## src/rtl/i2c_config_sequencer_pkg.sv

```systemverilog
// Shared types and board constants for the I2C power-up configuration sequencer.
// Holds the FSM state encoding, the 24-bit table entry type and slave addresses.
package i2c_cfg_pkg;

  typedef enum logic [3:0] {
    ST_IDLE,
    ST_STARTUP,
    ST_LOAD,
    ST_ISSUE,
    ST_WAIT_END,
    ST_RELEASE,
    ST_GAP,
    ST_DONE,
    ST_ERROR
  } cfg_state_t;

  typedef logic [23:0] cfg_entry_t;

  localparam logic       W_R_WRITE    = 1'b0;
  localparam logic [7:0] HDMI_TX_ADDR = 8'h72;
  localparam logic [7:0] CODEC_ADDR   = 8'h34;

  function automatic cfg_entry_t make_entry(input logic [7:0] addr, input logic [15:0] val);
    return {addr, val};
  endfunction

endpackage

```

## src/rtl/i2c_config_sequencer_rom.sv

```systemverilog
// Board configuration table: HDMI transmitter bring-up followed by audio codec setup.
// Case-table ROM with a registered output (one cycle of read latency).
module i2c_config_rom
  import i2c_cfg_pkg::*;
#(
  parameter int NUM_ENTRIES = 32,
  parameter int ADDR_W      = $clog2(NUM_ENTRIES + 1)
) (
  input  logic              CLOCK,
  input  logic [ADDR_W-1:0] addr,
  output cfg_entry_t        data
);

  cfg_entry_t data_reg;

  function automatic cfg_entry_t rom_entry(input int unsigned idx);
    cfg_entry_t e;
    case (idx)
      0:       e = make_entry(HDMI_TX_ADDR, 16'h4110);  // power up transmitter
      1:       e = make_entry(HDMI_TX_ADDR, 16'h9803);
      2:       e = make_entry(HDMI_TX_ADDR, 16'h9AE0);
      3:       e = make_entry(HDMI_TX_ADDR, 16'h9C30);
      4:       e = make_entry(HDMI_TX_ADDR, 16'h9D61);
      5:       e = make_entry(HDMI_TX_ADDR, 16'hA2A4);
      6:       e = make_entry(HDMI_TX_ADDR, 16'hA3A4);
      7:       e = make_entry(HDMI_TX_ADDR, 16'hE0D0);
      8:       e = make_entry(HDMI_TX_ADDR, 16'hF900);
      9:       e = make_entry(HDMI_TX_ADDR, 16'h1500);
      10:      e = make_entry(HDMI_TX_ADDR, 16'h1630);
      11:      e = make_entry(HDMI_TX_ADDR, 16'h1702);
      12:      e = make_entry(HDMI_TX_ADDR, 16'h1846);
      13:      e = make_entry(HDMI_TX_ADDR, 16'hAF06);
      14:      e = make_entry(HDMI_TX_ADDR, 16'h0A01);
      15:      e = make_entry(HDMI_TX_ADDR, 16'h0C04);
      16:      e = make_entry(CODEC_ADDR,   16'h1E00);  // codec soft reset first
      17:      e = make_entry(CODEC_ADDR,   16'h0C10);
      18:      e = make_entry(CODEC_ADDR,   16'h0E42);
      19:      e = make_entry(CODEC_ADDR,   16'h1000);
      20:      e = make_entry(CODEC_ADDR,   16'h0A06);
      21:      e = make_entry(CODEC_ADDR,   16'h0812);
      22:      e = make_entry(CODEC_ADDR,   16'h0017);
      23:      e = make_entry(CODEC_ADDR,   16'h0217);
      24:      e = make_entry(CODEC_ADDR,   16'h0479);
      25:      e = make_entry(CODEC_ADDR,   16'h0679);
      26:      e = make_entry(CODEC_ADDR,   16'h0C00);
      27:      e = make_entry(CODEC_ADDR,   16'h1201);  // activate digital interface last
      28:      e = make_entry(HDMI_TX_ADDR, 16'h3B80);
      29:      e = make_entry(HDMI_TX_ADDR, 16'h5510);
      30:      e = make_entry(HDMI_TX_ADDR, 16'h5608);
      31:      e = make_entry(HDMI_TX_ADDR, 16'h4110);
      default: e = '0;
    endcase
    return e;
  endfunction

  always_ff @(posedge CLOCK) begin
    data_reg <= rom_entry(32'(addr));
  end

  assign data = data_reg;

endmodule

```

## src/rtl/i2c_config_sequencer.sv

```systemverilog
// Walks the board configuration table after reset, issuing one I2C write per entry.
// Define I2C_CFG_RETRY_EN to re-issue NACKed entries up to MAX_RETRY times.
module i2c_config_sequencer
  import i2c_cfg_pkg::*;
#(
  parameter int NUM_ENTRIES    = 32,
  parameter int STARTUP_CYCLES = 50000,
  parameter int GAP_CYCLES     = 1000,
  parameter int TIMEOUT_CYCLES = 200000,
  parameter int MAX_RETRY      = 3
) (
  input  logic        CLOCK,
  input  logic        RESET,
  input  logic        restart,
  output logic [23:0] i2c_data,
  output logic        i2c_go,
  output logic        i2c_w_r,
  input  logic        i2c_end,
  input  logic        i2c_ack,
  output logic        busy,
  output logic        cfg_done,
  output logic        cfg_error,
  output logic [7:0]  err_index
);

  localparam int IDX_W        = $clog2(NUM_ENTRIES + 1);
  localparam int STARTUP_LAST = (STARTUP_CYCLES > 1) ? STARTUP_CYCLES - 1 : 0;
  localparam int GAP_LAST     = (GAP_CYCLES > 1) ? GAP_CYCLES - 1 : 0;
  localparam int TIMEOUT_LAST = (TIMEOUT_CYCLES > 1) ? TIMEOUT_CYCLES - 1 : 0;
  localparam int CNT_MAX_A    = (STARTUP_LAST > GAP_LAST) ? STARTUP_LAST : GAP_LAST;
  localparam int CNT_MAX      = (CNT_MAX_A > TIMEOUT_LAST) ? CNT_MAX_A : TIMEOUT_LAST;
  localparam int CNT_W        = (CNT_MAX > 0) ? $clog2(CNT_MAX + 1) : 1;
  localparam logic [IDX_W-1:0] LAST_IDX = IDX_W'(NUM_ENTRIES - 1);

  if (NUM_ENTRIES < 1 || NUM_ENTRIES > 256 || GAP_CYCLES < 1 || MAX_RETRY < 0) begin : g_bad_param
    $error("i2c_config_sequencer: parameter out of range");
  end

  cfg_state_t        state_reg, state_next;
  logic [CNT_W-1:0]  cnt_reg, cnt_next;
  logic [IDX_W-1:0]  index_reg, index_next;
  cfg_entry_t        data_reg, data_next;
  logic              go_reg, go_next;
  logic              ack_reg, ack_next;
  logic [7:0]        err_index_reg, err_index_next;
  cfg_entry_t        rom_data;

`ifdef I2C_CFG_RETRY_EN
  localparam int RTY_W = (MAX_RETRY > 0) ? $clog2(MAX_RETRY + 1) : 1;
  logic [RTY_W-1:0]  retry_reg, retry_next;

  always_ff @(posedge CLOCK) begin
    if (RESET) retry_reg <= '0;
    else       retry_reg <= retry_next;
  end
`endif

  i2c_config_rom #(
    .NUM_ENTRIES (NUM_ENTRIES),
    .ADDR_W      (IDX_W)
  ) u_rom (
    .CLOCK (CLOCK),
    .addr  (index_reg),
    .data  (rom_data)
  );

  always_ff @(posedge CLOCK) begin
    if (RESET) begin
      state_reg     <= ST_STARTUP;
      cnt_reg       <= '0;
      index_reg     <= '0;
      data_reg      <= '0;
      go_reg        <= 1'b0;
      ack_reg       <= 1'b0;
      err_index_reg <= '0;
    end else begin
      state_reg     <= state_next;
      cnt_reg       <= cnt_next;
      index_reg     <= index_next;
      data_reg      <= data_next;
      go_reg        <= go_next;
      ack_reg       <= ack_next;
      err_index_reg <= err_index_next;
    end
  end

  always_comb begin
    state_next     = state_reg;
    cnt_next       = cnt_reg;
    index_next     = index_reg;
    data_next      = data_reg;
    go_next        = go_reg;
    ack_next       = ack_reg;
    err_index_next = err_index_reg;
`ifdef I2C_CFG_RETRY_EN
    retry_next     = retry_reg;
`endif
    case (state_reg)
      ST_IDLE, ST_DONE, ST_ERROR: begin
        if (restart) begin
          index_next = '0;
          cnt_next   = '0;
`ifdef I2C_CFG_RETRY_EN
          retry_next = '0;
`endif
          state_next = ST_STARTUP;
        end
      end
      ST_STARTUP: begin
        if (cnt_reg >= CNT_W'(STARTUP_LAST)) begin
          cnt_next   = '0;
          state_next = ST_LOAD;
        end else begin
          cnt_next = cnt_reg + CNT_W'(1);
        end
      end
      ST_LOAD: begin
        data_next  = rom_data;
        state_next = ST_ISSUE;
      end
      ST_ISSUE: begin
        // A stale END from the previous transfer must clear before a new request.
        if (!i2c_end) begin
          go_next    = 1'b1;
          cnt_next   = '0;
          state_next = ST_WAIT_END;
        end
      end
      ST_WAIT_END: begin
        if (i2c_end) begin
          ack_next   = i2c_ack;
          go_next    = 1'b0;
          state_next = ST_RELEASE;
        end else if (cnt_reg >= CNT_W'(TIMEOUT_LAST)) begin
          go_next        = 1'b0;
          err_index_next = 8'(index_reg);
          state_next     = ST_ERROR;
        end else begin
          cnt_next = cnt_reg + CNT_W'(1);
        end
      end
      ST_RELEASE: begin
        if (!i2c_end) begin
          cnt_next = '0;
          if (ack_reg) begin
`ifdef I2C_CFG_RETRY_EN
            retry_next = '0;
`endif
            if (index_reg == LAST_IDX) begin
              state_next = ST_DONE;
            end else begin
              index_next = index_reg + IDX_W'(1);
              state_next = ST_GAP;
            end
          end else begin
`ifdef I2C_CFG_RETRY_EN
            if (retry_reg < RTY_W'(MAX_RETRY)) begin
              retry_next = retry_reg + RTY_W'(1);
              state_next = ST_GAP;
            end else begin
              err_index_next = 8'(index_reg);
              state_next     = ST_ERROR;
            end
`else
            err_index_next = 8'(index_reg);
            state_next     = ST_ERROR;
`endif
          end
        end
      end
      ST_GAP: begin
        if (cnt_reg >= CNT_W'(GAP_LAST)) begin
          cnt_next   = '0;
          state_next = ST_LOAD;
        end else begin
          cnt_next = cnt_reg + CNT_W'(1);
        end
      end
      default: state_next = ST_IDLE;
    endcase
  end

  assign i2c_data  = data_reg;
  assign i2c_go    = go_reg;
  assign i2c_w_r   = W_R_WRITE;
  assign busy      = !(state_reg == ST_IDLE || state_reg == ST_DONE || state_reg == ST_ERROR);
  assign cfg_done  = (state_reg == ST_DONE);
  assign cfg_error = (state_reg == ST_ERROR);
  assign err_index = err_index_reg;

endmodule

```

## config.mk

```make
export PLATFORM = sky130hd
export DESIGN_NAME = i2c_config_sequencer
export DESIGN_NICKNAME = d
export VERILOG_FILES = /design/src/rtl/i2c_config_sequencer_pkg.sv /design/src/rtl/i2c_config_sequencer_rom.sv /design/src/rtl/i2c_config_sequencer.sv
export SDC_FILE = /design/constraint.sdc
export NUM_CORES = 1
export LEC_CHECK = 0
export ABC_CLOCK_PERIOD_IN_PS = 2500
export CAP_MARGIN = 20
export CORE_MARGIN = 3
export CORE_UTILIZATION = 56
export CTS_CLUSTER_SIZE = 16
export DETAILED_ROUTE_END_ITERATION = 12
export PLACE_DENSITY_LB_ADDON = 0.1
export RECOVER_POWER = 50
export SLEW_MARGIN = 5
export SYNTH_ARGS = -nofsm -noshare
export SYNTH_HDL_FRONTEND = slang
export SYNTH_SLANG_ARGS = --single-unit
```

## constraint.sdc

```tcl
create_clock -name CLOCK -period 2.5 [get_ports CLOCK]
set_clock_uncertainty 0.15 [all_clocks]
set_input_delay 0.5 -clock CLOCK [delete_from_list [all_inputs] [get_ports CLOCK]]
set_output_delay 0.5 -clock CLOCK [all_outputs]
set_load 0.005 [all_outputs]
```

==> impl_metrics.yaml, run 1 <==
power:
  switching_power_mw: 1.282
  vdd_drop_max_mv: 0.5224
  power_mw: 3.587
  p_seq_share_pct: 39.7
  p_per_area_mw_per_mm2: 783.0
  p_int_mw: 2.305
  comb_power_share_pct: 33.8
  power_frac_clock_pct: 26.4
  sw_frac_of_total_pct: 35.73
  p_leak_nw: 1.698
critical_path:
  crit_type: "flip-flop to output pin"
  end_kind: "output pin"
  worstPathRequired_ns: 1.85
  r2r_setup_slack_ns: 0.14
  path_max_fanout: 8
  critPathArrivalTime_ns: 1.77
  cp-start-kind: "flip-flop"
clock_network:
  cts_buffers: 9
  ctsHoldBuffers: 0
  clock_sinks: 74
  clk_pin_slew_worst_paths_ns: 0.08
  cts_max_path_buffers: 2
  root_buffer: "clkbuf_8"
  cts_tree: "built"
  ctsHtreeMaxLevel: 3
  insertion_delay_ns: 0.35
logic_synthesis:
  synth-seq-cells: 74
  syn_area_mm2: 0.003812
  synth_edf_count: 0
  syn_inst: 490
  ys.flop_type: "dfxtp_1"
  yosys.cell_types.count: 63
  synth_area_per_cell_um2: 7.780
  ys_warn_count: 0
  ys_seq_area_share_pct: 38.86
  synth_top_area_cell: "dfxtp_1"
  async_reset_ff_share_pct: 0
  yosys-top-cells-area: "dfxtp_1, nand2_1, a21oi_1"
  yosysTopAreaCellShare_pct: 38.86
place:
  gp_congestion: 0.9136
  dp_cells: 598
  pre_cts_ws_ns: -0.1485
  place_hpwl_um: 6393
  port-buffer-count: 35
final_layout:
  n_antenna_cell: 0
  nets: 545
  drive_gt1_share_pct: 12.83
  final_common_cell: "nand2_1"
  mostFrequentLayoutCells: "nand2_1, dfxtp_1, nor2_1, a21oi_1, buf_4"
  final_core_util_pct: 70.92
  area_delta_synth_final_pct: 20.15
  final_cells: 615
drt:
  drt_wl_total_um: 9297
  vias: 3631
  via_per_inst: 5.904
  drc: 0
  ant_nets: 0
  drtIter0Drc: 330
  post_drt_wl_per_cell_um: 15.12
  drtPass1Iterations: 5
die:
  initial_utilization_pct: 59.03
  coreArea_mm2: 0.006459
  io_pins: 42
  fp.dieW_um: 88.51
  die_y_um: 88.51
  std_cell_rows: 29
  die_area_mm2: 0.007834
global_routing:
  antenna_found_initial: 0
  grt_max_degree: 44
  overflow: 0
  grt_usage_pct: 25.24
  grt_pass1_wl_um: 15490
  first_global_vias: 3252
run_status:
  status: "finished clean"
sta:
  clock.fmax_mhz: 413.9
  finalHoldViolCount: 0
  setup_ws_ns: 0.08397
  timing.final.crit_period_ns: 2.416
  setup_viol_count_final: 0
  slew-limit-headroom_pct: 49.35
  period_share_pct: 96.64
  finalMaxSlewViolations: 0
  tightest_slew_ns: 0.7597
min_path:
  hold_path.class: "flip-flop to flip-flop"
job:
  drv_cap: 0
[metrics by stage]
step | instance area, um2 | setup TNS [ns] | hold WS, ns
finish | 4581 | 0 | 0.2878
global route | 4581 | -0.005364 | 0.3029
CTS | 4547 | 0 | 0.2894
detailed placement | 4330 | -0.9857 | 0.2783
global placement | 4330 | -0.3217 | 0.2723
floorplan | 3831 | 0 | 0.2674
[critical path, stage by stage (launching register included)]
cell             delay [ns]
dfxtp_4                0.37
buf_4                  0.17
nor3_4                 0.22
and2_1                 0.15
clkdlybuf4s50_1        0.50
[cell usage after synthesis (3+ instances only)]
cell	instances
a211oi_1	5
a21oi_1	41
a31oi_1	10
and2_1	4
and3_1	6
buf_1	4
buf_2	5
buf_4	8
clkbuf_1	20
dfxtp_1	74
ha_1	7
inv_1	13
mux2i_1	9
nand2_1	86
nand2b_1	8
nand3_1	13
nand4_1	7
nor2_1	43
nor2b_1	7
nor3_1	16
nor4_1	5
o21a_1	4
o21ai_0	18
o21ai_1	3
o22ai_1	6
or2_2	3
xnor2_1	8
xor2_1	9
[cell type report]
class | instances | area (um2)
Fill cell | 546 | 1878
Sequential cell | 74 | 1498
Clock buffer | 9 | 123.9
Timing Repair Buffer | 64 | 574.3
Clock inverter | 7 | 76.32
Inverter | 14 | 52.55
Multi-Input combinational cell | 370 | 2160
Tap cell | 77 | 96.34
[per-layer routing]
metal | vias up | wire (um) | GRT usage (%)
li1 | 1794 | - | -
met1 | 1686 | 4175 | 34.27
met2 | 143 | 4318 | 39.50
met3 | 8 | 702 | 7.076
met4 | 0 | 99 | 7.005
met5 | - | 0 | 0
[power groups by stage]
stage                     sequential [mW]  clock (mW)  combinational, mW
after floorplan                      1.36           0              0.821
after global placement               1.41           0               1.15
after detailed placement             1.41           0               1.18
after CTS                            1.39       0.964               1.21
after global routing                 1.45        1.03               1.34
final                                1.42       0.948               1.21
[repair_timing]
action	in CTS	in global routing
setup buffers	0	2
setup endpoints to repair	3	11
resized for setup	6	10
pin swaps	0	2
[final timing paths]
check,startpoint,end,depth (start not counted)
worst max register to register,cnt_reg[13],cnt_reg[5],6
worst min-delay path,u_rom.data[20],i2c_data[21],2
worst max-delay path,state_reg[1],cfg_error,4
worst min register to register,u_rom.data[20],i2c_data[21],2
[cell families (layout without fill, tap and decap cells)]
logic type	count (synthesis)	count (layout)	share of synthesized area (%)
adder cells (fa/ha/maj)	7	7	2.297
flip-flops	74	74	38.86
multiplexers	9	9	2.363
AND/OR/NAND/NOR	216	216	27.31
other	1	6	0.09836
buffers and inverters	51	94	5.973
AO/OA/AOI/OAI	115	115	19.20
XOR/XNOR	17	17	3.906
Note: power is estimated with default switching activity, not from simulation.
==> run 2, diff against run 1 <==
CORE_UTILIZATION = 25   (was 56)
SYNTH_HIERARCHICAL = 1   (was default)
==> impl_metrics.yaml, run 2 <==
run_status:
  status: "complete, but fails checks"
  violations: "negative setup slack"
final_layout:
  nets: 601
  largest_reg_flops: 24
  drive_gt1_share_pct: 17.09
  final_cells: 807
  mostFrequentLayoutCells: "nand2_1, dfxtp_1, a21oi_1"
  final_common_cell: "nand2_1"
  area_delta_synth_final_pct: 29.56
  n_antenna_cell: 0
power:
  power_mw: 2.555
  p_leak_nw: 2.031
  p_per_area_mw_per_mm2: 480.2
  vdd_drop_max_mv: 0.3001
die:
  die_y_um: 134.2
  std_cell_rows: 46
  coreArea_mm2: 0.01600
  io_pins: 42
  die_area_mm2: 0.01800
  fp.dieW_um: 134.2
  initial_utilization_pct: 25.66
critical_path:
  r2r_setup_slack_ns: -0.05
  end_kind: "flip-flop"
  critPathArrivalTime_ns: 2.65
  slowest_stage: "or3_4"
  slowest_delay_ns: 0.45
  path_max_fanout: 7
  crit_type: "flip-flop to flip-flop"
  cp_cell_sequence: "ha_4 > and3_4 > or4_4 > a311oi_4 > nor2_4 > or3_4 > o41ai_2"
  worstPathRequired_ns: 2.60
  cp-start-kind: "flip-flop"
logic_synthesis:
  syn_area_mm2: 0.004106
  synth_compound_area_share_pct: 21.88
  synth_fa_ha_area_share_pct: 2.742
  ys_warn_count: 25
  syn_inst: 520
  ys_seq_area_share_pct: 38.51
  synth_xor_area_share_pct: 1.066
  synth_top_family_by_area: "simple AND/OR/NAND/NOR gates"
  yosys-top-cells-area: "dfxtp_1, a21oi_1, nand2_1"
  synth_top_area_cell: "dfxtp_1"
  yosys.area_share.simple_pct: 25.02
  async_reset_ff_share_pct: 0
  yosysTopAreaCellShare_pct: 38.51
  ys.flop_type: "dfxtp_1"
  synth-seq-cells: 79
  synth_area_per_cell_um2: 7.897
  synth_commonest_cells: "dfxtp_1, nand2_1, a21oi_1"
  synthMuxAreaShare_pct: 4.022
  synth_most_common_cell: "dfxtp_1"
  synth_edf_count: 0
  yosys.cell_types.count: 66
clock_network:
  cts_max_path_buffers: 2
  clock_sinks: 79
  cts_tree: "built"
  ctsHtreeMaxLevel: 3
  root_buffer: "clkbuf_16"
  clk_pin_slew_worst_paths_ns: 0.06
  cts_buffers: 9
  insertion_delay_ns: 0.34
  ctsHoldBuffers: 0
place:
  pre_cts_ws_ns: -0.2596
  place_hpwl_um: 8415
  dp_cells: 789
  port-buffer-count: 38
  gp_congestion: 0.8266
global_routing:
  antenna_found_initial: 0
  grt_max_degree: 47
  grt_usage_pct: 13.59
  grt_pass1_wl_um: 19580
  first_global_vias: 3687
  overflow: 0
sta:
  finalMaxSlewViolations: 0
  tightest_slew_ns: 0.8560
  setup_viol_count_final: 4
  slew-limit-headroom_pct: 42.93
  rsz0062_at_grt: "true"
  fin_setup_tns_ns: -0.1054
  period_share_pct: 102.0
  finalHoldViolCount: 0
  clock.fmax_mhz: 392.1
  setup_ws_ns: -0.05009
  timing.final.crit_period_ns: 2.550
drt:
  drc: 0
  post_drt_wl_per_cell_um: 14.88
  via_per_inst: 4.779
  vias: 3857
  drtPass1Iterations: 4
  ant_nets: 0
  drt_wl_total_um: 12010
  drtIter0Drc: 253
job:
  drv_cap: 0
min_path:
  hold_path.class: "flip-flop to flip-flop"
-- run 2: cell types whose count changed in the layout (fill, tap and decap cells not counted), moves of 7 or more --
cell,delta
clkbuf_8,-9
o21ai_0,+7
nand3b_1,+7
nor2_1,+10
xnor2_1,-7
clkbuf_16,+9
nand2_1,-7
a21oi_1,+16
buf_4,+21
-- run 2: power by group --
| group | switching (mW) | total, mW | internal, mW |
|---|---|---|---|
| Sequential | 0.00384 | 1.27 | 1.26 |
| Clock | 0.548 | 1.22 | 0.671 |
| Combinational | 0.0388 | 0.0685 | 0.0297 |
-- run 2: layout make-up --
class                      instances  area [um2]
multi-input combinational        392        2376
fill                            1753       10680
clock buffer                       9       225.2
tap                              216       270.3
timing repair buffer              92       765.7
sequential                        79        1588
clock inverter                     6       46.29
inverter                          13       48.80
-- run 2: path summary, 6_finish.rpt --
| path | to | cells after the start | start |
|---|---|---|---|
| hold / removal | i2c_data[18] | 2 | u_rom/data[18] |
| setup / recovery | cnt_reg[10] | 7 | cnt_reg[0] |
| hold reg to reg | i2c_data[18] | 2 | u_rom/data[18] |
| setup reg to reg | cnt_reg[10] | 7 | cnt_reg[0] |
-- run 2: stage by stage --
| stage | hold WS [ns] | area, um2 | util [%] |
|---|---|---|---|
| floorplan | 0.2674 | 4124 | - |
| global placement | 0.2733 | 4945 | 30.90 |
| detailed placement | 0.2757 | 4945 | 30.90 |
| CTS | 0.2857 | 5228 | 32.67 |
| global route | 0.3082 | 5320 | 33.25 |
| finish | 0.2859 | 5320 | 33.25 |
-- run 2: critical path: cells and delay by family, from the launching register on --
family / cells / cell delay (ns)
adder cells (fa/ha/maj): 1 / 0.15
AND/OR/NAND/NOR: 4 / 1.15
flip-flops: 1 / 0.34
AO/OA/AOI/OAI: 2 / 0.67
-- run 2: per-layer routing --
metal	global-route usage, %	wire length, um	vias up
met2	20.73	5442	66
li1	-	-	1967
met3	2.588	430	17
met1	18.72	5874	1807
met4	5.939	258	0
met5	0	0	-
-- run 2: cell families after synthesis --
logic type,Yosys count
simple gates,215
compound gates,142
flops,79
buf+inv,54
mux,14
fa+ha+maj,9
xor+xnor,5
other cells,2
-- run 2: what timing repair did --
action / in CTS / in global routing
pin swaps: 0 / 8
gates cloned: 0 / 1
endpoints found under the setup margin: 2 / 18
setup buffers: 0 / 2
gates resized for setup: 2 / 25
